==> src/rtl/bnn_exec_unit_if.sv <==
// BNN execute-unit bus: E-stage controls/operands in, stall and result out.
// The pipeline side uses the master modport, the execute unit the slave one.
interface bnn_exec_unit_if #(
    parameter int DATA_W = 32
);
    logic              start_E;
    logic              en_threshold_E;
    logic              ms_WE_E;
    logic              at_WE_E;
    logic [DATA_W-1:0] cfg_val_E;
    logic              flush_E;
    logic [DATA_W-1:0] opA_E;
    logic [DATA_W-1:0] opB_E;
    logic              busy;
    logic              result_valid;
    logic [DATA_W-1:0] result;

    modport master (
        output start_E, en_threshold_E, ms_WE_E, at_WE_E, cfg_val_E,
               flush_E, opA_E, opB_E,
        input  busy, result_valid, result
    );

    modport slave (
        input  start_E, en_threshold_E, ms_WE_E, at_WE_E, cfg_val_E,
               flush_E, opA_E, opB_E,
        output busy, result_valid, result
    );
endinterface

==> src/rtl/bnn_exec_unit.sv <==
// Multi-cycle execute unit for the custom BNN instructions.
// Holds the matrix-size (ms) and activation-threshold (at) registers and
// computes a masked XNOR-popcount over CHUNK_W bits per RUN cycle.
// Optional feature macro: BNN_BIPOLAR_EN -- when defined, the non-threshold
// result is the signed bipolar dot product 2*acc - ms instead of acc.
module bnn_exec_unit #(
    parameter int DATA_W  = 32,
    parameter int CHUNK_W = 8
) (
    input  logic              clk,
    input  logic              reset,
    bnn_exec_unit_if.slave    bus
);
    localparam int NCH   = DATA_W / CHUNK_W;
    localparam int IDX_W = (NCH > 1) ? $clog2(NCH) : 1;
    localparam int ACC_W = $clog2(DATA_W + 1);
    localparam logic [5:0] MS_MAX = 6'(DATA_W);

    typedef enum logic [1:0] {S_IDLE, S_RUN, S_DONE} state_t;

    state_t              r_state;
    logic [5:0]          r_ms;
    logic [5:0]          r_at;
    logic [DATA_W-1:0]   r_x;
    logic [IDX_W-1:0]    r_idx;
    logic [IDX_W-1:0]    r_last;
    logic [ACC_W-1:0]    r_acc;
    logic                r_en_th;
    logic [DATA_W-1:0]   r_result;
    logic                r_result_valid;

    logic                w_cfg_wr;
    logic                w_cfg_acc;
    logic                w_start;
    logic [5:0]          w_cfg_v;
    logic [5:0]          w_cfg_ms;
    logic [5:0]          w_cfg_at;
    logic [DATA_W-1:0]   w_mask;
    logic [DATA_W-1:0]   w_x;
    logic [IDX_W-1:0]    w_last;
    logic [CHUNK_W-1:0]  w_chunk [NCH];
    logic [CHUNK_W-1:0]  w_sel;
    logic [ACC_W-1:0]    w_pop;
    logic [ACC_W-1:0]    w_acc_next;
    logic [DATA_W-1:0]   w_res_next;
    logic                w_unused_cfg;

    // Only the low six immediate bits carry configuration.
    assign w_cfg_v      = bus.cfg_val_E[5:0];
    assign w_unused_cfg = ^bus.cfg_val_E[DATA_W-1:6];

    // A config write wins over a start in the same cycle; a squashed
    // instruction commits nothing.
    assign w_cfg_wr  = bus.ms_WE_E | bus.at_WE_E;
    assign w_cfg_acc = (r_state == S_IDLE) & w_cfg_wr & ~bus.flush_E;
    assign w_start   = (r_state == S_IDLE) & bus.start_E & ~bus.flush_E & ~w_cfg_wr;

    // Matrix size of 0 is meaningless, so it saturates to the full width too.
    assign w_cfg_ms = ((w_cfg_v == 6'd0) || (w_cfg_v > MS_MAX)) ? MS_MAX : w_cfg_v;
    assign w_cfg_at = (w_cfg_v > MS_MAX) ? MS_MAX : w_cfg_v;

    // Shifting by the full width yields zero, so ms = DATA_W gives all ones.
    assign w_mask = ~({DATA_W{1'b1}} << r_ms);
    assign w_x    = ~(bus.opA_E ^ bus.opB_E) & w_mask;
    assign w_last = IDX_W'(((32'(r_ms) + CHUNK_W - 1) / CHUNK_W) - 1);

    generate
        for (genvar gi = 0; gi < NCH; gi++) begin : g_chunk
            assign w_chunk[gi] = r_x[gi*CHUNK_W +: CHUNK_W];
        end
    endgenerate

    assign w_sel = w_chunk[r_idx];

    // Popcount of the chunk currently being consumed.
    always_comb begin
        w_pop = '0;
        for (int i = 0; i < CHUNK_W; i++) begin
            w_pop = w_pop + ACC_W'(w_sel[i]);
        end
    end

    assign w_acc_next = r_acc + w_pop;

    // Final result formed from the accumulator including the last chunk.
    always_comb begin
        w_res_next = '0;
        if (r_en_th) begin
            w_res_next = {{(DATA_W-1){1'b0}}, (w_acc_next >= r_at)};
        end else begin
`ifdef BNN_BIPOLAR_EN
            w_res_next = (DATA_W'(w_acc_next) << 1) - DATA_W'(r_ms);
`else
            w_res_next = DATA_W'(w_acc_next);
`endif
        end
    end

    // Control FSM, configuration registers and registered result.
    always_ff @(posedge clk or posedge reset) begin
        if (reset) begin
            r_state        <= S_IDLE;
            r_ms           <= MS_MAX;
            r_at           <= 6'd0;
            r_x            <= '0;
            r_idx          <= '0;
            r_last         <= '0;
            r_acc          <= '0;
            r_en_th        <= 1'b0;
            r_result       <= '0;
            r_result_valid <= 1'b0;
        end else begin
            r_result_valid <= 1'b0;
            case (r_state)
                S_IDLE: begin
                    if (w_cfg_acc) begin
                        if (bus.ms_WE_E) r_ms <= w_cfg_ms;
                        if (bus.at_WE_E) r_at <= w_cfg_at;
                    end else if (w_start) begin
                        r_x     <= w_x;
                        r_last  <= w_last;
                        r_idx   <= '0;
                        r_acc   <= '0;
                        r_en_th <= bus.en_threshold_E;
                        r_state <= S_RUN;
                    end
                end
                S_RUN: begin
                    if (bus.flush_E) begin
                        r_acc   <= '0;
                        r_state <= S_IDLE;
                    end else begin
                        r_acc <= w_acc_next;
                        r_idx <= r_idx + 1'b1;
                        if (r_idx == r_last) begin
                            r_result       <= w_res_next;
                            r_result_valid <= 1'b1;
                            r_state        <= S_DONE;
                        end
                    end
                end
                S_DONE: begin
                    // The held instruction's start is ignored here.
                    if (bus.flush_E) r_acc <= '0;
                    r_state <= S_IDLE;
                end
                default: r_state <= S_IDLE;
            endcase
        end
    end

    // Stall covers the accepting cycle and every RUN cycle, never DONE.
    assign bus.busy         = w_start | (r_state == S_RUN);
    assign bus.result_valid = r_result_valid & ~bus.flush_E;
    assign bus.result       = r_result;
endmodule

==> src/flat_wrapper.sv <==
// flat-port wrapper written by rule: the top's interface ports become plain ports
module bnn_exec_unit_flat 
#(
    parameter int DATA_W  = 32,
    parameter int CHUNK_W = 8
)
  (clk, reset, bus_start_E, bus_en_threshold_E, bus_ms_WE_E, bus_at_WE_E, bus_cfg_val_E, bus_flush_E, bus_opA_E, bus_opB_E, bus_busy, bus_result_valid, bus_result);
  bnn_exec_unit_if #(.DATA_W(DATA_W)) bus_i ();
  input  logic clk;
  input  logic reset;
  input wire logic [$bits(bus_i.start_E)-1:0] bus_start_E;
  input wire logic [$bits(bus_i.en_threshold_E)-1:0] bus_en_threshold_E;
  input wire logic [$bits(bus_i.ms_WE_E)-1:0] bus_ms_WE_E;
  input wire logic [$bits(bus_i.at_WE_E)-1:0] bus_at_WE_E;
  input wire logic [$bits(bus_i.cfg_val_E)-1:0] bus_cfg_val_E;
  input wire logic [$bits(bus_i.flush_E)-1:0] bus_flush_E;
  input wire logic [$bits(bus_i.opA_E)-1:0] bus_opA_E;
  input wire logic [$bits(bus_i.opB_E)-1:0] bus_opB_E;
  output wire logic [$bits(bus_i.busy)-1:0] bus_busy;
  output wire logic [$bits(bus_i.result_valid)-1:0] bus_result_valid;
  output wire logic [$bits(bus_i.result)-1:0] bus_result;
  assign bus_i.start_E = bus_start_E;
  assign bus_i.en_threshold_E = bus_en_threshold_E;
  assign bus_i.ms_WE_E = bus_ms_WE_E;
  assign bus_i.at_WE_E = bus_at_WE_E;
  assign bus_i.cfg_val_E = bus_cfg_val_E;
  assign bus_i.flush_E = bus_flush_E;
  assign bus_i.opA_E = bus_opA_E;
  assign bus_i.opB_E = bus_opB_E;
  assign bus_busy = bus_i.busy;
  assign bus_result_valid = bus_i.result_valid;
  assign bus_result = bus_i.result;
  bnn_exec_unit #(.DATA_W(DATA_W), .CHUNK_W(CHUNK_W)) u_core (.clk(clk), .reset(reset), .bus(bus_i));
endmodule
==> config.mk <==
export PLATFORM = sky130hd
export DESIGN_NAME = bnn_exec_unit_flat
export DESIGN_NICKNAME = d
export VERILOG_FILES = /design/src/rtl/bnn_exec_unit_if.sv /design/src/rtl/bnn_exec_unit.sv /design/src/flat_wrapper.sv
export SDC_FILE = /design/constraint.sdc
export NUM_CORES = 1
export LEC_CHECK = 0
export CORE_ASPECT_RATIO = 0.5
export CORE_MARGIN = 2
export CORE_UTILIZATION = 45
export DETAILED_ROUTE_END_ITERATION = 8
export DONT_BUFFER_PORTS = 1
export GPL_TIMING_DRIVEN = 0
export SLEW_MARGIN = 25
export SYNTH_ARGS = -nofsm -noshare
export SYNTH_HDL_FRONTEND = slang
export SYNTH_SLANG_ARGS = --single-unit
==> constraint.sdc <==
create_clock -name clk -period 8.5 [get_ports clk]
set_clock_uncertainty 0.1 [all_clocks]
set_input_delay 1.7 -clock clk [delete_from_list [all_inputs] [get_ports clk]]
set_output_delay 1.7 -clock clk [all_outputs]
set_load 0.05 [all_outputs]
# --- After elaboration in Yosys (flattened, before gate mapping) ---
# Cells that the tools add are included.
# Widths: inputs -> output; s select.
classes:
  n_addsub: 12
  order_cmp: 3
  n_eq_ne: 8
  shift: 1
  muxes: 23
  bitwise_logic: 16
  reduce_logical: 12
op_table:
  columns: ["cell", "count"]
  rows:
  - ["$not 32->32", 2]
  - ["$mux 6", 7]
  - ["$add 6x1->6", 6]
  - ["$and 32x32->32", 1]
  - ["$shl 32x6->32 const A", 1]
  - ["$xor 32x32->32", 1]
  - ["$pmux 6 s3", 1]
  - ["$bmux 8 s2", 1]
  - ["$mux 8", 2]
  - ["$reduce_and 3->1", 5]
  - ["$mux 2", 7]
  - ["$pmux 2 s2", 2]
  - ["$reduce_and 4->1", 2]
  - ["$add 6x6->6", 1]
  - ["$and 1x1->1", 6]
  - ["$ge 6x6->1", 1]
  - ["$gt 6x6->1 const B", 1]
  - ["$logic_not 6->1", 1]
  - ["$ne 2x2->1 const B", 3]
  - ["$add 5x4->5 const B", 1]
  - ["$sub 5x1->5 const B", 1]
  - ["$ge 3x3->1 const B", 1]
  - ["$mux 1", 3]
  - ["$ne 3x2->1 const B", 1]
  - ["other kinds (14)", 17]
totals:
  reg_bits: 90
  in_bits: 103
  out_inout_bits: 34
  word_cells: 85

# --- Depth between registers and ports, before layout ---
# Gate-level depths: netlist of the first run.
depth:
  word_depth: 14
  ltp_mapped: 16
  mapped_depth_nobuf: 15

# --- Worst setup path before layout of the first run ---
# OpenSTA, ideal clock, no wires.
synth_path:
  path_kind: "register to register"
  from: "register u_core.r_idx[0]"
  to: "register u_core.r_result[0], in the netlist u_core.bus.result[0]"
  setup_ps: 95
  arrival_ps: 4810
  slack_ps: 3495
  stages_incl_launch_ff: 17
  path_cell_list: "dfrtp_1 -> buf_2 -> mux4_2 -> ha_1 -> fa_1 -> fa_1 -> fa_1 -> ha_1 -> fa_1 -> a21o_1 -> a21oi_1 -> xnor2_1 -> ha_1 -> nand2_1 -> o31ai_1 -> a21oi_1 -> o31ai_1"
synth_between:
  elab_chain_len: 14
  word_cells_on_any_way: 16
synth_rtl:
  columns: ["element", "line_no", "text"]
  rows:
  - ["start, declared", "bnn_exec_unit.sv:25", "logic [IDX_W-1:0] r_idx;"]
  - ["start signal, assigned", "bnn_exec_unit.sv:134", "r_idx <= r_idx + 1'b1;"]
  - ["$not 2->3 (not written as such)", "bnn_exec_unit.sv:73", "assign w_sel = w_chunk[r_idx];"]
  - ["$bmux 8 s2", "bnn_exec_unit.sv:73", null]
  - ["$mux 8 (not written as such) (2 in series)", "bnn_exec_unit.sv:73", null]
  - ["$add 1x1->2", "bnn_exec_unit.sv:79", "w_pop = w_pop + ACC_W'(w_sel[i]);"]
  - ["$add 6x1->6 (6 in series)", "bnn_exec_unit.sv:79", null]
  - ["$add 6x6->6", "bnn_exec_unit.sv:83", "assign w_acc_next = r_acc + w_pop;"]
  - ["$ge 6x6->1", "bnn_exec_unit.sv:89", "w_res_next = {{(DATA_W-1){1'b0}}, (w_acc_next >= r_at)};"]
  - ["$mux 6", "bnn_exec_unit.sv:88", "if (r_en_th) begin"]
  - ["end signal, assigned", "bnn_exec_unit.sv:136", "r_result <= w_res_next;"]
  - ["end, declared", "bnn_exec_unit.sv:29", "logic [DATA_W-1:0] r_result;"]
# Parallel ways exist; a longest one is shown, timed or not. The select of a mux whose other input is x is not followed.
# A chain may end at the register's enable or synchronous reset.

# --- Final worst setup path of the first run ---
layout_path:
  from: "register u_core.r_idx[1]"
  to: "register u_core.r_result[0], in the netlist u_core.bus.result[0]"
# The elaborated chain is that of the path after synthesis.

==> run summary, run 1 <==
sequential area share after synthesis - 0.411
RSZ-0062 raised after global routing - false
Async SR Flop Fraction - 1.00
Post-Synth XOR/XNOR Area - 0.0875
Worst slew margin - 0.371
worst vdd ir - 0.170 mV
Finished Cell Area - 4470 sq um
worst endpoint data arrival time - 5530 ps
Pleak - 2.14 nW
grt peak-use layer - met2
placed cell areas - 4170 sq um
Slowest-stage cell, CP - fa_1
drt pass-1 iters - 4
Area Overhead vs Synth - 14.5%
synthesized instance count - 393
Final Worst Setup Slack - 3110 ps
largest family of logic cells by synthesized area - compound AO/OA/AOI/OAI gates
placed cells - 531
Worst path top cell family by delay - adder cells
clk slew on worst S/H paths - 60 ps
total of max-cap violations - 0
Hold Violations, Final - 0
clk sink count - 64
CP Launch Type - flip-flop
largest net degree at the start of global routing - 45
Ant. Diodes - 0
non-filler instance count after layout - 547
DP HPWL - 7130 microns
Horiz. Die Dim - 136 microns
Post-Synth Simple-Gate Area - 0.112
drc violations - 0
core area - 8200 sq um
met2 GRT Util - 0.333
initial antenna violation count - 0
Critical Path, Cell by Cell - buf_1 > mux4_2 > ha_1 > fa_1 > fa_1 > fa_1 > ha_1 > fa_1 > a21o_1 > a21oi_1 > xnor2_1 > ha_1 > nand2_1 > o31ai_1 > a21oi_1 > o31ai_1
compound-cell area share of the yosys netlist - 0.169
DR WL/cell - 17.4 microns
hold slack - 375 ps
max incr delay on CP - 580 ps
Syn Area/Cell - 9.93 sq um
Fillers - 741
synth top area cells - dfrtp_1 40%, ha_1 5.8%, nand2_1 5.3%
Max Fclk - 186 MHz
Synth top area share - 0.404
CP required - 8650 ps
vias in the first global route - 2,986
grt total ovfl - 0
Crit Path Max Fanout - 10
Worst Path Class, Setup - flip-flop to flip-flop
routing usage on met1 - 0.294
post-layout min period - 5390 ps
clock buffer depth - 2
Vias - 2,884
Post-CTS Setup Inserts - 0
Hold Crit Class - flip-flop to flip-flop
commonest non-fill, non-tap cells in the layout - 63 x dfrtp_1, 55 x nand2_1, 36 x o21ai_0
ANT nets after route - 0
commonest non-fill, non-tap cell in the layout - dfrtp_1
CP most frequent cell - fa_1
Synth warnings - 0
CTS Buf Count - 9
Final period util - 0.634
number of flops mapped to enable cells by yosys - 0
commonest register cell after synthesis - dfrtp_1
PwrDens - 341 nW/um^2
TritonCTS clock tree - built
Rows - 23
Starting Density - 0.476
number of DRC markers in iteration 0 - 204
mux contribution to synthesized area - 0.0545
All-Layer GR Usage - 0.217
outcome - complete, no violations
Yosys top cell by area - dfrtp_1
IO Count - 137
# setup viols final - 0
worst-margin pin slew - 941 ps
clk_lat worst skew - 340 ps
Bufs and invs on worst path - 1
Finished Core Util - 0.545
Synth Area in Adders - 0.0782
vias per cell - 5.27
# hold bufs at CTS - 0
Setup TNS - 0 ps
Mapped Area - 3900 sq um
ratio of cells with drive above 1 in the final layout - 0.156
Final Max Slew Viols - 0
WL final - 9500 microns
chip height - 69.9 microns
NumNets Final - 555
first-pass GRT wire length - 15,400 microns
Yosys cell types - 41
root buf cell - clkbuf_16
# resized after CTS - 0
# H-tree levels - 3
register bit count reported by yosys - 64
port bufs - 0
crit end category - flip-flop
GPL Wtd Cong - 0.822
GRT met3 Usage - 0.0646
Final Power - 1.52 mW
DIE AREA - 9480 sq um
DP Worst Slack - 3110 ps
-- registers in the layout, indices dropped and copies added, names as in the netlist --
name	count
u_core.r_x	32
u_core.bus.result	6
u_core.r_acc	6
u_core.r_at	6
u_core.r_ms	6
u_core.r_idx	2
u_core.r_last	2
u_core.r_state	2
u_core.r_en_th	1
u_core.r_result_valid	1
-- synth_stat cells, types with 2 or more instances --
cell	instances
a211oi_1	4
buf_4	26
mux2_2	2
xnor2_1	16
nand2b_1	10
buf_6	2
or2_2	4
fa_1	4
o21a_1	2
o21ai_0	36
a31oi_1	4
a21o_1	5
nor3_1	3
buf_1	2
o31ai_1	19
buf_2	6
mux4_2	8
nor2b_1	4
xor2_1	23
nand2_1	55
nand3_1	2
o41ai_1	4
a21oi_1	18
ha_1	18
nor2_1	9
a22o_1	9
inv_1	11
clkbuf_1	12
dfrtp_1	63
-- logic make-up after synthesis --
family                   after synthesis
AO/OA/AOI/OAI                        104
XOR/XNOR                              39
adder cells (fa/ha/maj)               22
AND/OR/NAND/NOR                       93
multiplexers                          11
buffers and inverters                 59
flip-flops                            64
other                                  1
-- power by group --
part	internal (mW)	switching, mW
combinational	0.311	0.401
sequential	0.374	0.0624
clock	0.242	0.133
total	0.927	0.596
-- final timing paths --
path                                       from                    to  slack, ps  cells past startpoint
worst min-delay path              u_core.r_x[8]         u_core.r_x[8]        380                      2
worst max register to register  u_core.r_idx[1]  u_core.bus.result[0]       3110                     16
worst min register to register    u_core.r_x[8]         u_core.r_x[8]        380                      2
max in group asynchronous                 reset        u_core.r_ms[5]       6650                      2
min in group asynchronous                 reset  u_core.bus.result[2]       1090                      1
worst max-delay path            u_core.r_idx[1]  u_core.bus.result[0]       3110                     16
-- worst min-delay path: cells and delay by family, from the launching register on --
kind	cells	cell delay, ps
flip-flops	1	340
AND/OR/NAND/NOR	1	50
AO/OA/AOI/OAI	1	50
-- cell type report --
class | count | area, sq um | share of cell area
multi-input cells | 295 | 2050 | 0.459
flip-flops and latches | 64 | 1600 | 0.359
plain buffers | 48 | 300 | 0.0672
clock buffers | 13 | 260 | 0.0583
well taps | 112 | 140 | 0.0314
inverters | 11 | 43.8 | 0.00980
clock inverters | 3 | 40.0 | 0.00896
repair buffers | 1 | 27.5 | 0.00616
-- layer usage --
layer  vias to the layer above  part of all wire  routed length (microns)
met2                       108              0.45                     4320
met4                         0             0.012                      110
met3                        10             0.075                      716
met5                         -                 0                        0
met1                      1376              0.46                     4350
li1                       1390                 -                        -
No activity file was read; power rests on OpenSTA's default activity.
==> run 2, diff against run 1 <==
==> constraint.sdc (replaced) <==
create_clock -name clk -period 4.4 [get_ports clk]
set_clock_uncertainty 0.1 [all_clocks]
set_input_delay 0.88 -clock clk [delete_from_list [all_inputs] [get_ports clk]]
set_output_delay 0.88 -clock clk [all_outputs]
set_load 0.05 [all_outputs]
==> run 2 against run 1 <==
Effect of this change: count of clock-buffer cells in the layout is 1 lower; hold slack worse by 110 ps; the flow now finishes with violations (setup timing); critical endpoint unchanged; sequential power is 93% higher; wire length is 3.9% higher; largest power group unchanged; setup slack worse by 3500 ps; utilization is 0.67 points higher; critical path depth stayed put; clock power is 73% higher; critical path type unchanged; via count is 2.7% higher; total power is 96% higher; non-clock buffer count is 5 higher; sequential share of layout area is 0.44 points lower.
==> run summary, run 2 (synthesized netlist as in run 1, its figures left out) <==
outcome - finished with violations
failing checks - setup timing
Horiz. Die Dim - 136 microns (unchanged)
initial antenna violation count - 0 (unchanged)
Setup crit start - u_core.r_idx[0]
max incr delay on CP - 520 ps (-60 ps)
worst reg2reg path endpoint - u_core.bus.result[0]
Critical Path, Cell by Cell - buf_8 > mux4_2 > ha_4 > fa_1 > fa_1 > fa_1 > ha_2 > fa_2 > a21o_1 > a21oi_2 > xnor2_2 > ha_1 > nand2_1 > o31ai_2 > a21oi_1 > o31ai_1
Rows - 23 (unchanged)
Final Worst Setup Slack - -359 ps (-3470 ps)
chip height - 69.9 microns (unchanged)
RSZ-0062 raised after global routing - true
Net Sw Power - 1.18 mW (+99%)
Pleak - 2.17 nW (+1.2%)
largest net degree at the start of global routing - 45 (unchanged)
clk sink count - 64 (unchanged)
non-filler instance count after layout - 552 (+0.91%)
Clk pwr share - 0.217 (-0.029)
worst r2r src - u_core.r_idx[0]
vias per cell - 5.37 (+1.8%)
number of DRC markers in iteration 0 - 205 (+0.49%)
CP most frequent cell - fa_1
DP HPWL - 7220 microns (+1.2%)
NumNets Final - 560 (+0.90%)
drt pass-1 iters - 4 (unchanged)
worst-margin pin slew - 939 ps (-1.99 ps)
Worst Reg-to-Reg Cells - 16 (unchanged)
# H-tree levels - 3 (unchanged)
worst endpoint data arrival time - 4900 ps (-630 ps)
Worst Path Class, Setup - flip-flop to flip-flop
register area - 1600 sq um (unchanged)
CP required - 4540 ps (-4110 ps)
Largest Register - u_core.r_x
Max Fclk - 210 MHz (+13%)
internal power - 1.80 mW (+95%)
DP Worst Slack - -746 ps (-3860 ps)
port bufs - 0 (unchanged)
Worst slew margin - 0.372 (+0.00133)
Final Max Slew Viols - 0 (unchanged)
crit end category - flip-flop
GPL Wtd Cong - 0.852 (+3.7%)
clk slew on worst S/H paths - 50 ps (about the same)
commonest non-fill, non-tap cells in the layout - 63 x dfrtp_1, 55 x nand2_1, 36 x o21ai_0
root buf cell - clkbuf_16
first-pass GRT wire length - 16,000 microns (+3.5%)
DIE AREA - 9480 sq um (unchanged)
total of max-cap violations - 0 (unchanged)
commonest non-fill, non-tap cell in the layout - dfrtp_1
TritonCTS clock tree - built
# setup viols final - 1 (+1)
hold slack - 261 ps (-114 ps)
Largest register FFs - 32 (unchanged)
grt total ovfl - 0 (unchanged)
multi-input combinational cell area - 2090 sq um (+1.6%)
PwrDens - 661 nW/um^2 (+94%)
Crit Path Max Fanout - 3 (-7)
worst vdd ir - 0.355 mV (+110%)
Vias - 2,962 (+2.7%)
post-layout min period - 4760 ps (-630 ps)
Flop pwr share - 0.283 (-0.004)
ratio of cells with drive above 1 in the final layout - 0.182 (+0.0255)
Comb power frac - 0.501 (+0.034)
WL final - 9870 microns (+3.9%)
Ant. Diodes - 0 (unchanged)
Fillers - 739 (-0.27%)
sw frac - 0.396 (+0.00482)
DR WL/cell - 17.9 microns (+3.0%)
clock buffer depth - 2 (unchanged)
ANT nets after route - 0 (unchanged)
All-Layer GR Usage - 0.223 (+0.00579)
vias in the first global route - 3,100 (+3.8%)
placed cells - 531 (unchanged)
IO Count - 137 (unchanged)
clk_lat worst skew - 340 ps (about the same)
Hold Violations, Final - 0 (unchanged)
Starting Density - 0.476 (unchanged)
Final period util - 1.08 (+0.448)
worst reg2reg setup slack - -360 ps (-3470 ps)
drc violations - 0 (unchanged)
Area Overhead vs Synth - 15.9%
core area - 8200 sq um (unchanged)
CTS Buf Count - 9 (unchanged)
CP Launch Type - flip-flop
Hold Crit Class - primary input to async pin
Slowest-stage cell, CP - mux4_2
## run 2: changes by cell type in the layout (fill, tap and decap cells not counted), sizes merged
cell    before  now
buf         37   42
clkinv       2    4
bufinv       1    0
clkbuf      25   24
## run 2: how the worst max path moves through the flow
stage | slack (ps) | to | cells past startpoint
2_1_floorplan | -200 | u_core.bus.result[0] | 16
3_3_place_gp | -650 | u_core.bus.result[0] | 16
3_5_place_dp | -750 | u_core.bus.result[0] | 16
4_1_cts | -410 | u_core.bus.result[0] | 15
5_1_grt | -530 | u_core.bus.result[0] | 17
6_report | -360 | u_core.bus.result[0] | 16
## run 2: per-layer routing
metal	part of all wire	global-route usage	up-vias
met2	0.46	0.350	153
met3	0.089	0.0675	11
li1	-	-	1394
met4	0.011	0.0602	0
met1	0.44	0.300	1404
met5	0	0	-
## run 2: final cells by class
cell class,count,area share
Tap cell,112,0.0310
Timing Repair Buffer,6,0.0144
Clock buffer,12,0.0545
Multi-Input combinational cell,295,0.461
Sequential cell,64,0.354
Buffer,48,0.0703
Inverter,11,0.00968
Clock inverter,4,0.00443
## run 2: what timing repair did
action	in CTS	in global routing
buffers inserted	4	1
endpoints found under the setup margin	6	1
resized for setup	5	1
hold buffers	0	0
## run 2: stage by stage
step                      utilization  total power, mW  area [sq um]  TNS, ps
after floorplan                     -             1.92          4020     -199
after global placement          0.508             2.23          4160     -739
after detailed placement        0.511             2.28          4190     -944
after CTS                       0.550             2.98          4510     -410
after global routing            0.551             3.25          4520     -533
final                           0.551             2.99          4520     -359
## run 2: power groups by stage
stage,Clock [mW],Sequential (mW),Combinational (mW)
after floorplan,0,0.826,1.10
after global placement,0,0.848,1.38
after detailed placement,0,0.856,1.42
after CTS,0.656,0.844,1.48
after global routing,0.691,0.860,1.70
final,0.647,0.845,1.50
## run 2: critical path: cells and delay by family (launching register included)
kind                     cells  cell delay [ps]
buffers and inverters        1              110
adder cells (fa/ha/maj)      7             2540
XOR/XNOR                     1              120
flip-flops                   1              370
AO/OA/AOI/OAI                5              840
AND/OR/NAND/NOR              1               80
multiplexers                 1              520
